===== src/rtl/lane_collector_16_pkg.sv =====
// Shared constants and state encoding for the 16-lane collector.
// Imported by the round-robin picker and the collector top.
package lane_collector_16_pkg;

  localparam int LANES = 16;
  localparam int SEL_W = 4;

  typedef enum logic {
    EMPTY = 1'b0,
    FULL  = 1'b1
  } state_t;

endpackage


===== src/rtl/lane_collector_16_rr_pick.sv =====
// Combinational round-robin search: first set req bit at or above
// ptr, wrapping from lane 15 back to lane 0.
module rr_pick_16
  import lane_collector_16_pkg::*;
(
  input  logic [LANES-1:0] req,
  input  logic [SEL_W-1:0] ptr,
  output logic             any,
  output logic [SEL_W-1:0] grant
);

  logic [SEL_W-1:0] idx;

  always_comb begin
    any   = 1'b0;
    grant = '0;
    idx   = '0;
    for (int i = 0; i < LANES; i++) begin
      idx = ptr + SEL_W'(i);
      if (!any && req[idx]) begin
        any   = 1'b1;
        grant = idx;
      end
    end
  end

endmodule


===== src/rtl/lane_collector_16.sv =====
// Collects words from 16 request lanes into a single-entry output
// register, granting lanes round-robin with same-cycle drain/refill.
module lane_collector_16
  import lane_collector_16_pkg::*;
#(
  parameter int nrOfBits = 1
) (
  input  logic                clock,
  input  logic                reset,
  input  logic [nrOfBits-1:0] muxIn_0,
  input  logic [nrOfBits-1:0] muxIn_1,
  input  logic [nrOfBits-1:0] muxIn_2,
  input  logic [nrOfBits-1:0] muxIn_3,
  input  logic [nrOfBits-1:0] muxIn_4,
  input  logic [nrOfBits-1:0] muxIn_5,
  input  logic [nrOfBits-1:0] muxIn_6,
  input  logic [nrOfBits-1:0] muxIn_7,
  input  logic [nrOfBits-1:0] muxIn_8,
  input  logic [nrOfBits-1:0] muxIn_9,
  input  logic [nrOfBits-1:0] muxIn_10,
  input  logic [nrOfBits-1:0] muxIn_11,
  input  logic [nrOfBits-1:0] muxIn_12,
  input  logic [nrOfBits-1:0] muxIn_13,
  input  logic [nrOfBits-1:0] muxIn_14,
  input  logic [nrOfBits-1:0] muxIn_15,
  input  logic [LANES-1:0]    req,
  input  logic                enable,
  output logic [LANES-1:0]    ack,
  input  logic                outReady,
  output logic [nrOfBits-1:0] muxOut,
  output logic [SEL_W-1:0]    outSel,
  output logic                outValid
);

  logic [nrOfBits-1:0] lane_data [LANES];

  assign lane_data[0]  = muxIn_0;
  assign lane_data[1]  = muxIn_1;
  assign lane_data[2]  = muxIn_2;
  assign lane_data[3]  = muxIn_3;
  assign lane_data[4]  = muxIn_4;
  assign lane_data[5]  = muxIn_5;
  assign lane_data[6]  = muxIn_6;
  assign lane_data[7]  = muxIn_7;
  assign lane_data[8]  = muxIn_8;
  assign lane_data[9]  = muxIn_9;
  assign lane_data[10] = muxIn_10;
  assign lane_data[11] = muxIn_11;
  assign lane_data[12] = muxIn_12;
  assign lane_data[13] = muxIn_13;
  assign lane_data[14] = muxIn_14;
  assign lane_data[15] = muxIn_15;

  state_t              state_q, state_d;
  logic [SEL_W-1:0]    ptr_q, ptr_d;
  logic [nrOfBits-1:0] data_q, data_d;
  logic [SEL_W-1:0]    sel_q, sel_d;

  logic             pick_any;
  logic [SEL_W-1:0] pick_idx;
  logic             slot_free;
  logic             capture;

  rr_pick_16 u_pick (
    .req   (req),
    .ptr   (ptr_q),
    .any   (pick_any),
    .grant (pick_idx)
  );

  always_comb begin
    state_d   = state_q;
    ptr_d     = ptr_q;
    data_d    = data_q;
    sel_d     = sel_q;
    ack       = '0;
    slot_free = (state_q == EMPTY) || outReady;
    // reset gate keeps ack quiet while the flops are held
    capture   = slot_free && enable && pick_any && !reset;
    if (capture) begin
      ack[pick_idx] = 1'b1;
      data_d        = lane_data[pick_idx];
      sel_d         = pick_idx;
      ptr_d         = pick_idx + SEL_W'(1);
    end
    unique case (state_q)
      EMPTY: if (capture) state_d = FULL;
      FULL:  if (outReady && !capture) state_d = EMPTY;
    endcase
  end

  always_ff @(posedge clock or posedge reset) begin
    if (reset) begin
      state_q <= EMPTY;
      ptr_q   <= '0;
      data_q  <= '0;
      sel_q   <= '0;
    end else begin
      state_q <= state_d;
      ptr_q   <= ptr_d;
      data_q  <= data_d;
      sel_q   <= sel_d;
    end
  end

  assign muxOut   = data_q;
  assign outSel   = sel_q;
  assign outValid = (state_q == FULL);

endmodule

===== config.mk =====
export PLATFORM = sky130hd
export DESIGN_NAME = lane_collector_16
export DESIGN_NICKNAME = d
export VERILOG_FILES = /design/src/rtl/lane_collector_16_pkg.sv /design/src/rtl/lane_collector_16_rr_pick.sv /design/src/rtl/lane_collector_16.sv
export SDC_FILE = /design/constraint.sdc
export NUM_CORES = 1
export LEC_CHECK = 0
export CORE_MARGIN = 3
export CORE_UTILIZATION = 51
export DETAILED_ROUTE_END_ITERATION = 16
export PLACE_DENSITY = 0.88
export SKIP_CTS_REPAIR_TIMING = 1
export SLEW_MARGIN = 5
export SYNTH_ARGS = -nofsm -noshare
export SYNTH_HDL_FRONTEND = slang
export SYNTH_SLANG_ARGS = --single-unit

===== constraint.sdc =====
create_clock -name clock -period 6.6 [get_ports clock]
set_clock_uncertainty 0.05 [all_clocks]
set_input_delay 1.32 -clock clock [delete_from_list [all_inputs] [get_ports clock]]
set_output_delay 1.32 -clock clock [all_outputs]
set_load 0.05 [all_outputs]

==> results.rst, run 1 <==
.. list-table::
   :header-rows: 1

   * - Metric
     - Value
   * - F_max
     - ~0.16 GHz
   * - Final Cycle Share
     - 0.977
   * - Wire length per cell after detailed routing
     - 20.9 um
   * - Post-synthesis instance area
     - around 0.0032 mm2
   * - Wire length after detailed routing
     - about 11 mm
   * - Number of standard cells in the layout, taps in and fillers out
     - about 510
   * - Width of the die
     - approximately 86 um
   * - Result of the run
     - finished, final reports clean
   * - Async set or reset register ratio after synthesis
     - 1.00
   * - Max-cap check violation count
     - 0
   * - Minimum clock period
     - between 6000 and 7000 ps
   * - Number of vias per cell
     - between 7 and 8
   * - Clock-pin slew of the registers on the worst-case setup and hold paths
     - around 50 ps
   * - Kind of end point of the critical path
     - output port
   * - DIE HEIGHT
     - between 80 and 90 um
   * - Total of endpoints with negative setup slack in the final report
     - 0
   * - Maximum fanout encountered on the critical timing path
     - 8
   * - DRC violation count after routing
     - 0
   * - Fraction of final layout cells sized beyond drive strength 1
     - 0.282
   * - Initial Util
     - 0.537
   * - Largest area contributor in the synthesized netlist
     - mux4_2
   * - Number of antenna violations at the first check in global routing
     - 0
   * - Clk sink count
     - 10
   * - Std cell rows
     - 28
   * - Number of port buffers
     - 57
   * - Number of violations reported at the end of detailed-routing iteration 0
     - 639
   * - Aggregate global-route resource usage
     - 0.286
   * - Count of boundary I/O pins
     - slightly below 60
   * - CTS tree
     - done
   * - Die footprint
     - approximately 0.0073 mm2
   * - Fin util
     - 0.689
   * - Antenna diode instance count
     - 0
   * - Relative area change from synthesis to final layout
     - 28.3%
   * - First-pass GRT wire length
     - approximately 17 mm
   * - Slew Viols, Final
     - 0
   * - Synthesis warning total
     - 0
   * - Final count of hold timing violations
     - 0
   * - Number of library cell types mapped by synthesis
     - 61
   * - Fraction of synthesized cell area taken by the top area cell type
     - 0.237
   * - Signal arrival time at the worst endpoint
     - 5080 ps
   * - Total number of nets in the final design
     - between 400 and 500
   * - Largest net degree at the start of global routing
     - 35
   * - Fraction of the yosys area taken by sequential cells
     - 0.0774
   * - Ys flop type
     - dfrtp_1
   * - H-Tree Depth
     - 1
   * - Vias
     - between 3k and 4k
   * - CTS buffer count
     - 3
   * - HPWL after detailed placement
     - between 8 and 9 mm
   * - TNS Setup
     - 0 ps
   * - Area of the core
     - ~0.0060 mm2
   * - EDFF count, synth
     - 0
   * - Dominant cells by area after synthesis
     - mux4_2, mux2i_1, dfrtp_1
   * - Clock root buffer
     - clkbuf_8
   * - Number of global-route vias before repair
     - about 3.4k
   * - FF+latch count, synth
     - 10
   * - Data required, critical path
     - around 5200 ps
   * - Bufs on Longest Clock Path
     - 2
   * - Remaining max-slew budget at the tightest pin
     - 0.526
   * - Actual transition at the worst max-transition pin
     - between 700 and 800 ps
   * - Remaining antenna violation count after routing
     - 0
   * - Synthesized netlist cell count
     - approximately 370
   * - Placer congestion estimate
     - about 1.1
   * - Post-Syn Area per Cell
     - roughly 8.7 um2
   * - Grt total ovfl
     - 0
   * - DP Cell Count
     - 510
   * - Startpoint Class
     - input pin
   * - Tightest Hold Check Type
     - reg -> reg
   * - Type of the worst setup path
     - in -> out
   * - Clock insertion delay at the later pin of the skew report
     - roughly 240 ps
   * - Syn nets
     - 420
   * - Iteration count of the initial detailed-routing pass
     - 7
## cells in the mapped netlist (3+ instances only)
| cell | instances |
|---|---|
| nand2_1 | 39 |
| mux4_2 | 34 |
| nor2_1 | 34 |
| mux2i_1 | 28 |
| a21oi_1 | 23 |
| o21ai_0 | 19 |
| nor3_1 | 15 |
| inv_1 | 13 |
| mux2_2 | 13 |
| nand3_1 | 12 |
| ha_1 | 11 |
| dfrtp_1 | 10 |
| buf_2 | 9 |
| nor2b_1 | 9 |
| clkbuf_1 | 8 |
| xnor2_1 | 8 |
| a211oi_1 | 3 |
| a211oi_2 | 3 |
| a21boi_0 | 3 |
| a221oi_1 | 3 |
| a22o_1 | 3 |
| a22oi_1 | 3 |
| a32o_1 | 3 |
| buf_1 | 3 |
| buf_4 | 3 |
| buf_6 | 3 |
| mux4_1 | 3 |
| nand2b_1 | 3 |
| nand4_1 | 3 |
| o31ai_1 | 3 |
| or2_2 | 3 |
| xor2_1 | 3 |
## worst max-delay path, stage by stage
cell and delay [ps]:
clkdlybuf4s50_1 420, buf_4 170, mux4_2 470, mux4_2 560, a2111o_1 360, or2_2 330, o2bb2ai_1 140, a31oi_1 80
a211oi_2 390, ha_1 220, nand2_1 120, nor3_1 310, buf_12 180
## metrics by stage
step / worst slack (ps) / hold slack (ps) / area (um2)
6_report: 153 / 442 / 4150
5_1_grt: -4.96 / 471 / 4150
4_1_cts: 110 / 440 / 4100
3_5_place_dp: 139 / 429 / 4050
3_3_place_gp: 237 / 419 / 4050
2_1_floorplan: -379 / 707 / 3230
## final timing paths
path,startpoint,to,slack [ps],cells after the start
worst max-delay path,req[11],ack[0],150,13
worst min-delay path,outSel[0],outSel[0],440,2
worst max register to register,ptr_q[1],muxOut,1440,15
worst min register to register,outSel[0],outSel[0],440,2
max in group asynchronous,reset,ptr_q[3],4900,2
min in group asynchronous,reset,ptr_q[1],1310,2
## cells by family (layout without fill, tap and decap cells)
logic type,Yosys count,count (layout),share of synthesized area
and+or+nand+nor,130,130,0.189
AOI/OAI and AO/OA,90,90,0.197
muxes,79,79,0.398
buffers and inverters,41,107,0.0615
xor gates and xnor gates,12,12,0.0348
adders and majority gates,11,11,0.0426
DFF,10,10,0.0774
## cell type report
cell class	count	area, um2
tap	75	93.8
clock buffer	4	55.1
fill	442	1880
inverter	15	56.3
multi-input combinational	322	2820
sequential	10	250
timing repair buffer	88	873
## sequential cells by signal (all words and copies together), names as in the netlist
signal and flops:
muxOut 1, outSel 4, outValid 1, ptr_q 4
## placed cells by master, fill, tap and decap left out, types with 4 or more instances in the layout
cell type,count
nand2_1,39
buf_4,39
clkdlybuf4s50_1,37
mux4_2,36
nor2_1,32
mux2i_1,24
a21oi_1,23
o21ai_0,19
nor3_1,14
mux2_2,13
inv_1,12
nand3_1,11
ha_1,10
dfrtp_1,10
nor2b_1,9
xnor2_1,8
buf_12,8
mux2i_2,4
clkbuf_8,4
dlymetal6s2s_1,4
## per-layer routing
| layer | vias up | wire, um | GRT usage |
|---|---|---|---|
| li1 | 1580 | - | - |
| met1 | 1698 | 3860 | 0.375 |
| met2 | 296 | 5040 | 0.468 |
| met3 | 76 | 1340 | 0.0596 |
| met4 | 0 | 500 | 0.101 |
| met5 | - | 0 | 0 |
Power of run 1 is not shown: default switching activity piles up to over one toggle a cycle in this logic, so the estimate is an artifact.
==> run 2, diff against run 1 <==
--- a/config.mk
+++ b/config.mk
@@ -5,10 +5,12 @@
 export SDC_FILE = /design/constraint.sdc
 export NUM_CORES = 1
 export LEC_CHECK = 0
+export CAP_MARGIN = 5
 export CORE_MARGIN = 3
 export CORE_UTILIZATION = 51
 export DETAILED_ROUTE_END_ITERATION = 16
 export PLACE_DENSITY = 0.88
+export SETUP_SLACK_MARGIN = 0.02
 export SKIP_CTS_REPAIR_TIMING = 1
 export SLEW_MARGIN = 5
 export SYNTH_ARGS = -nofsm -noshare
==> run 2 against run 1 <==
- final area up 0.45%
- final cell count unchanged
- hold slack worse by 1.6 ps
- fmax down 0.33%
- critical endpoint unchanged
==> results.rst, run 2 (synthesis gave the netlist of run 1 again) <==
.. list-table::
   :header-rows: 1

   * - Metric
     - Value
   * - Placed cell area
     - 0.00405 mm2 (unchanged)
   * - Slew Viols, Final
     - 0 (unchanged)
   * - H-Tree Depth
     - 1 (unchanged)
   * - Final count of hold timing violations
     - 0 (unchanged)
   * - F_max
     - 0.155 GHz (-0.33%)
   * - Tightest Hold Check Type
     - reg -> reg
   * - Type of the worst setup path
     - in -> out
   * - Final Cycle Share
     - 0.980 (+0.00323)
   * - Largest net degree at the start of global routing
     - 35 (unchanged)
   * - Startpoint Class
     - input pin
   * - HPWL after detailed placement
     - 8.13 mm (unchanged)
   * - Vias
     - 3658 (+0.22%)
   * - Clock insertion delay at the later pin of the skew report
     - 240 ps (about the same)
   * - Relative area change from synthesis to final layout
     - 28.9%
   * - Grt total ovfl
     - 0 (unchanged)
   * - CTS tree
     - done
   * - Number of vias per cell
     - 7.12 (+0.22%)
   * - Clk sink count
     - 10 (unchanged)
   * - Routed met2 length
     - 5.04 mm (about the same)
   * - Bufs on Longest Clock Path
     - 2 (unchanged)
   * - Cell with the largest stage delay on the worst path
     - mux4_2
   * - Total number of nets in the final design
     - 487 (unchanged)
   * - Area of the core
     - 0.00603 mm2 (unchanged)
   * - Maximum fanout encountered on the critical timing path
     - 8 (unchanged)
   * - Aggregate global-route resource usage
     - 0.286 (unchanged)
   * - Number of global-route vias before repair
     - 3444 (unchanged)
   * - Minimum clock period
     - 6470 ps (+21.3 ps)
   * - Cells along the critical path
     - clkdlybuf4s50_1, buf_4, mux4_2, mux4_2, a2111o_1, or2_2, o2bb2ai_1, a31oi_1, a211oi_2, ha_1, nand2_1, nor3_1, buf_12
   * - Number of violations reported at the end of detailed-routing iteration 0
     - 745 (+17%)
   * - Clock-pin slew of the registers on the worst-case setup and hold paths
     - 50 ps (about the same)
   * - Data required, critical path
     - 5230 ps (about the same)
   * - CTS buffer count
     - 3 (unchanged)
   * - Fraction of final layout cells sized beyond drive strength 1
     - 0.285 (+0.00228)
   * - Commonest cells after routing, fill and taps aside
     - nand2_1, buf_4, clkdlybuf4s50_1
   * - Initial Util
     - 0.537 (unchanged)
   * - Number of antenna violations at the first check in global routing
     - 0 (unchanged)
   * - First-pass GRT wire length
     - 16.9 mm (unchanged)
   * - Max-cap check violation count
     - 0 (unchanged)
   * - Placer congestion estimate
     - 1.12 (unchanged)
   * - Remaining antenna violation count after routing
     - 0 (unchanged)
   * - Std cell rows
     - 28 (unchanged)
   * - DRC violation count after routing
     - 0 (unchanged)
   * - Width of the die
     - 85.6 um (unchanged)
   * - DR top layer
     - met4
   * - Total of endpoints with negative setup slack in the final report
     - 0 (unchanged)
   * - Remaining max-slew budget at the tightest pin
     - 0.513 (-0.0126)
   * - Cell with the most instances on the worst path
     - mux4_2
   * - Die footprint
     - 0.00733 mm2 (unchanged)
   * - Routed length on met1
     - 3.85 mm (-0.18%)
   * - Max incr delay on CP
     - 560 ps (about the same)
   * - Signal arrival time at the worst endpoint
     - 5100 ps (+20 ps)
   * - DIE HEIGHT
     - 85.6 um (unchanged)
   * - Wire length after detailed routing
     - 10.7 mm (unchanged)
   * - Final instance area
     - 0.00417 mm2 (+0.45%)
   * - Kind of end point of the critical path
     - output port
   * - Antenna diode instance count
     - 0 (unchanged)
   * - Iteration count of the initial detailed-routing pass
     - 7 (unchanged)
   * - Actual transition at the worst max-transition pin
     - 730 ps (+21.3 ps)
   * - Result of the run
     - finished, final reports clean
   * - Clock root buffer
     - clkbuf_8
   * - Met3 WL post-DR
     - 1.38 mm (+2.8%)
   * - Count of boundary I/O pins
     - 58 (unchanged)
   * - Wire length per cell after detailed routing
     - 20.9 um (unchanged)
   * - Number of port buffers
     - 57 (unchanged)
-- run 2: changes by cell type in the layout (fill, tap and decap cells not counted) --
cell	delta
nor2b_1	-1
nor2b_2	+1
mux2i_4	+1
a211oi_4	+1
mux2i_2	-1
a211oi_2	-1
-- run 2: worst paths after layout --
kind                           start         to  slack (ps)  cells after the start
max in group asynchronous      reset  outSel[2]        4880                      2
min                        outSel[0]  outSel[0]         440                      2
max                          req[11]     ack[0]         130                     13
min reg2reg                outSel[0]  outSel[0]         440                      2
max reg2reg                 ptr_q[1]     muxOut        1430                     15
min in group asynchronous      reset   ptr_q[1]        1320                      2
-- run 2: routing by layer --
metal | vias to the layer above | track usage
met5 | - | 0
met4 | 0 | 0.101
li1 | 1582 | -
met2 | 322 | 0.468
met3 | 73 | 0.0596
met1 | 1681 | 0.375
-- run 2: per-stage QoR --
| step | setup WS (ps) | util | setup TNS, ps | hold slack (ps) | instances |
|---|---|---|---|---|---|
| global route | -14.0 | 0.692 | -29.2 | 471 | 514 |
| CTS | 110 | 0.681 | 0 | 440 | 514 |
| floorplan | -379 | - | -3030 | 707 | 373 |
| global placement | 237 | 0.672 | 0 | 419 | 510 |
| finish | 132 | 0.692 | 0 | 440 | 514 |
| detailed placement | 139 | 0.672 | 0 | 429 | 510 |
-- run 2: cell type report --
cell class                      instances  area, um2
Inverter                               15       56.3
Sequential cell                        10        250
Tap cell                               75       93.8
Fill cell                             436       1860
Multi-Input combinational cell        322       2840
Timing Repair Buffer                   88        873
Clock buffer                            4       55.1
-- run 2: critical path: cells and delay by family --
kind / cells / cell delay (ps)
mux: 2 / 1030
compound gates: 4 / 970
buf+inv: 3 / 780
fa+ha+maj: 1 / 220
simple gates: 3 / 770
Power of run 2 is left out for the same reason.
==> run 3, diff against run 2 <==
--- a/config.mk
+++ b/config.mk
@@ -7,9 +7,9 @@
 export LEC_CHECK = 0
 export CAP_MARGIN = 5
 export CORE_MARGIN = 3
-export CORE_UTILIZATION = 51
+export CORE_UTILIZATION = 55
 export DETAILED_ROUTE_END_ITERATION = 16
-export PLACE_DENSITY = 0.88
+export PLACE_DENSITY = 0.93
 export SETUP_SLACK_MARGIN = 0.02
 export SKIP_CTS_REPAIR_TIMING = 1
 export SLEW_MARGIN = 5
==> run 3 against run 2 <==
- register-to-register slack better by 70 ps
- hold slack better by 7.1 ps
- non-clock buffer count is 5 higher
- final cell count rose by 0.39%
- sequential cell count stayed put
- sequential share of layout area shrank 0.12 points
- largest cell class unchanged
==> results.rst, run 3 (synthesis gave the netlist of run 1 again) <==
.. list-table::
   :header-rows: 1

   * - Metric
     - Value
   * - Result of the run
     - finished, final reports clean
   * - Kind of end point of the critical path
     - output port
   * - Clk sink count
     - 10 (unchanged)
   * - Startpoint Class
     - input pin
   * - Cells along the critical path
     - clkdlybuf4s50_1, buf_4, mux4_2, mux2i_1, mux2i_1, a2111o_1, nor2_2, nand3_1, o31ai_1, a21oi_1, o31a_4, nor3_1, buf_4
   * - DRC violation count after routing
     - 0 (unchanged)
   * - Cell with the largest stage delay on the worst path
     - mux4_2
   * - Grt total ovfl
     - 0 (unchanged)
   * - Placer congestion estimate
     - 1.11 (-0.29%)
   * - Placed cell area
     - 0.00403 mm2 (-0.46%)
   * - Actual transition at the worst max-transition pin
     - 736 ps (+5.91 ps)
   * - F_max
     - 0.153 GHz (-0.80%)
   * - Met3 WL post-DR
     - 1.63 mm (+18%)
   * - Remaining max-slew budget at the tightest pin
     - 0.506 (-0.00747)
   * - Most frequent standard cell in the layout excluding fill and tap cells
     - buf_4
   * - Maximum fanout encountered on the critical timing path
     - 13 (+5)
   * - Total of endpoints with negative setup slack in the final report
     - 0 (unchanged)
   * - Bufs on Longest Clock Path
     - 2 (unchanged)
   * - Std cell rows
     - 27 (-3.6%)
   * - Number of port buffers
     - 57 (unchanged)
   * - Aggregate global-route resource usage
     - 0.340 (+0.0542)
   * - Final instance area
     - 0.00426 mm2 (+2.1%)
   * - Fraction of final layout cells sized beyond drive strength 1
     - 0.309 (+0.0238)
   * - First-pass GRT wire length
     - 17.7 mm (+4.7%)
   * - HPWL after detailed placement
     - 8.63 mm (+6.2%)
   * - Minimum clock period
     - 6520 ps (+52.0 ps)
   * - Die footprint
     - 0.00684 mm2 (-6.8%)
   * - Number of global-route vias before repair
     - 3548 (+3.0%)
   * - Area of the core
     - 0.00561 mm2 (-6.9%)
   * - Data required, critical path
     - 5230 ps (about the same)
   * - Signal arrival time at the worst endpoint
     - 5150 ps (+50 ps)
   * - Vias
     - 3889 (+6.3%)
   * - Antenna diode instance count
     - 0 (unchanged)
   * - Clock-pin slew of the registers on the worst-case setup and hold paths
     - 60 ps (about the same)
   * - Initial Util
     - 0.577 (+0.0400)
   * - Clock root buffer
     - clkbuf_8
   * - CTS buffer count
     - 3 (unchanged)
   * - Count of boundary I/O pins
     - 58 (unchanged)
   * - Number of violations reported at the end of detailed-routing iteration 0
     - 756 (+1.5%)
   * - Tightest Hold Check Type
     - reg -> reg
   * - Relative area change from synthesis to final layout
     - 31.6%
   * - Iteration count of the initial detailed-routing pass
     - 8 (+1)
   * - Routed met2 length
     - 5.80 mm (+15%)
   * - Type of the worst setup path
     - in -> out
   * - Max incr delay on CP
     - 510 ps (-50 ps)
   * - H-Tree Depth
     - 1 (unchanged)
   * - Largest net degree at the start of global routing
     - 36 (+2.9%)
   * - Final Cycle Share
     - 0.988 (+0.00788)
   * - Slew Viols, Final
     - 0 (unchanged)
   * - DR top layer
     - met4
   * - DIE HEIGHT
     - 82.7 um (-3.4%)
   * - CTS tree
     - done
   * - Remaining antenna violation count after routing
     - 0 (unchanged)
   * - Clock insertion delay at the later pin of the skew report
     - 250 ps (about the same)
   * - Commonest cells after routing, fill and taps aside
     - buf_4, clkdlybuf4s50_1, nand2_1
   * - Worst hold slack
     - 448 ps (+7.07 ps)
   * - Number of vias per cell
     - 7.54 (+5.9%)
   * - Wire length after detailed routing
     - 12.3 mm (+15%)
   * - Number of antenna violations at the first check in global routing
     - 0 (unchanged)
   * - Max-cap check violation count
     - 0 (unchanged)
   * - Wire length per cell after detailed routing
     - 23.9 um (+14%)
   * - Routed length on met1
     - 4.16 mm (+8.1%)
   * - Total number of nets in the final design
     - 492 (+1.0%)
   * - Width of the die
     - 82.7 um (-3.4%)
   * - Final count of hold timing violations
     - 0 (unchanged)
run 3: cell count changes in the layout (fill, tap and decap cells not counted), moves of 2 or more:
cell,previous run,this run
buf_4,39,42
nor2_1,32,30
nor3_2,1,3
nor3_1,14,10
nand2_2,2,5
nand2_1,39,36
buf_6,0,2
nor3_4,1,3
run 3: final cells by class:
class,count,area (um2)
Multi-Input combinational cell,322,2890
Fill cell,334,1350
Timing Repair Buffer,93,916
Sequential cell,10,250
Tap cell,72,90.1
Inverter,15,56.3
Clock buffer,4,55.1
run 3: path summary, 6_finish.rpt:
| kind | slack [ps] | startpoint | depth (start not counted) | end |
|---|---|---|---|---|
| setup / recovery | 80 | req[11] | 13 | ack[2] |
| hold / removal | 450 | muxOut | 1 | muxOut |
| setup reg to reg | 1500 | ptr_q[1] | 16 | muxOut |
| hold reg to reg | 450 | muxOut | 1 | muxOut |
| max in group asynchronous | 4880 | reset | 2 | ptr_q[2] |
| min in group asynchronous | 1320 | reset | 2 | ptr_q[3] |
run 3: stage by stage:
step	setup TNS [ps]	worst slack, ps	instances	utilization
after floorplan	-3030	-379	373	-
after global placement	0	101	505	0.719
after detailed placement	-298	-52.5	505	0.719
after CTS	-342	-91.0	509	0.728
after global routing	-14.8	-14.8	516	0.759
final	0	79.7	516	0.759
run 3: critical path: cells and delay by family:
kind	cells	cell delay, ps
AOI/OAI and AO/OA	4	1270
buffers and inverters	3	870
muxes	3	960
and+or+nand+nor	3	720
run 3: metal layers:
layer  track usage  up-vias
met2         0.532      381
met1         0.439     1800
li1              -     1591
met5             0        -
met4         0.152        0
met3        0.0922      117
Power of run 3 is left out for the same reason.
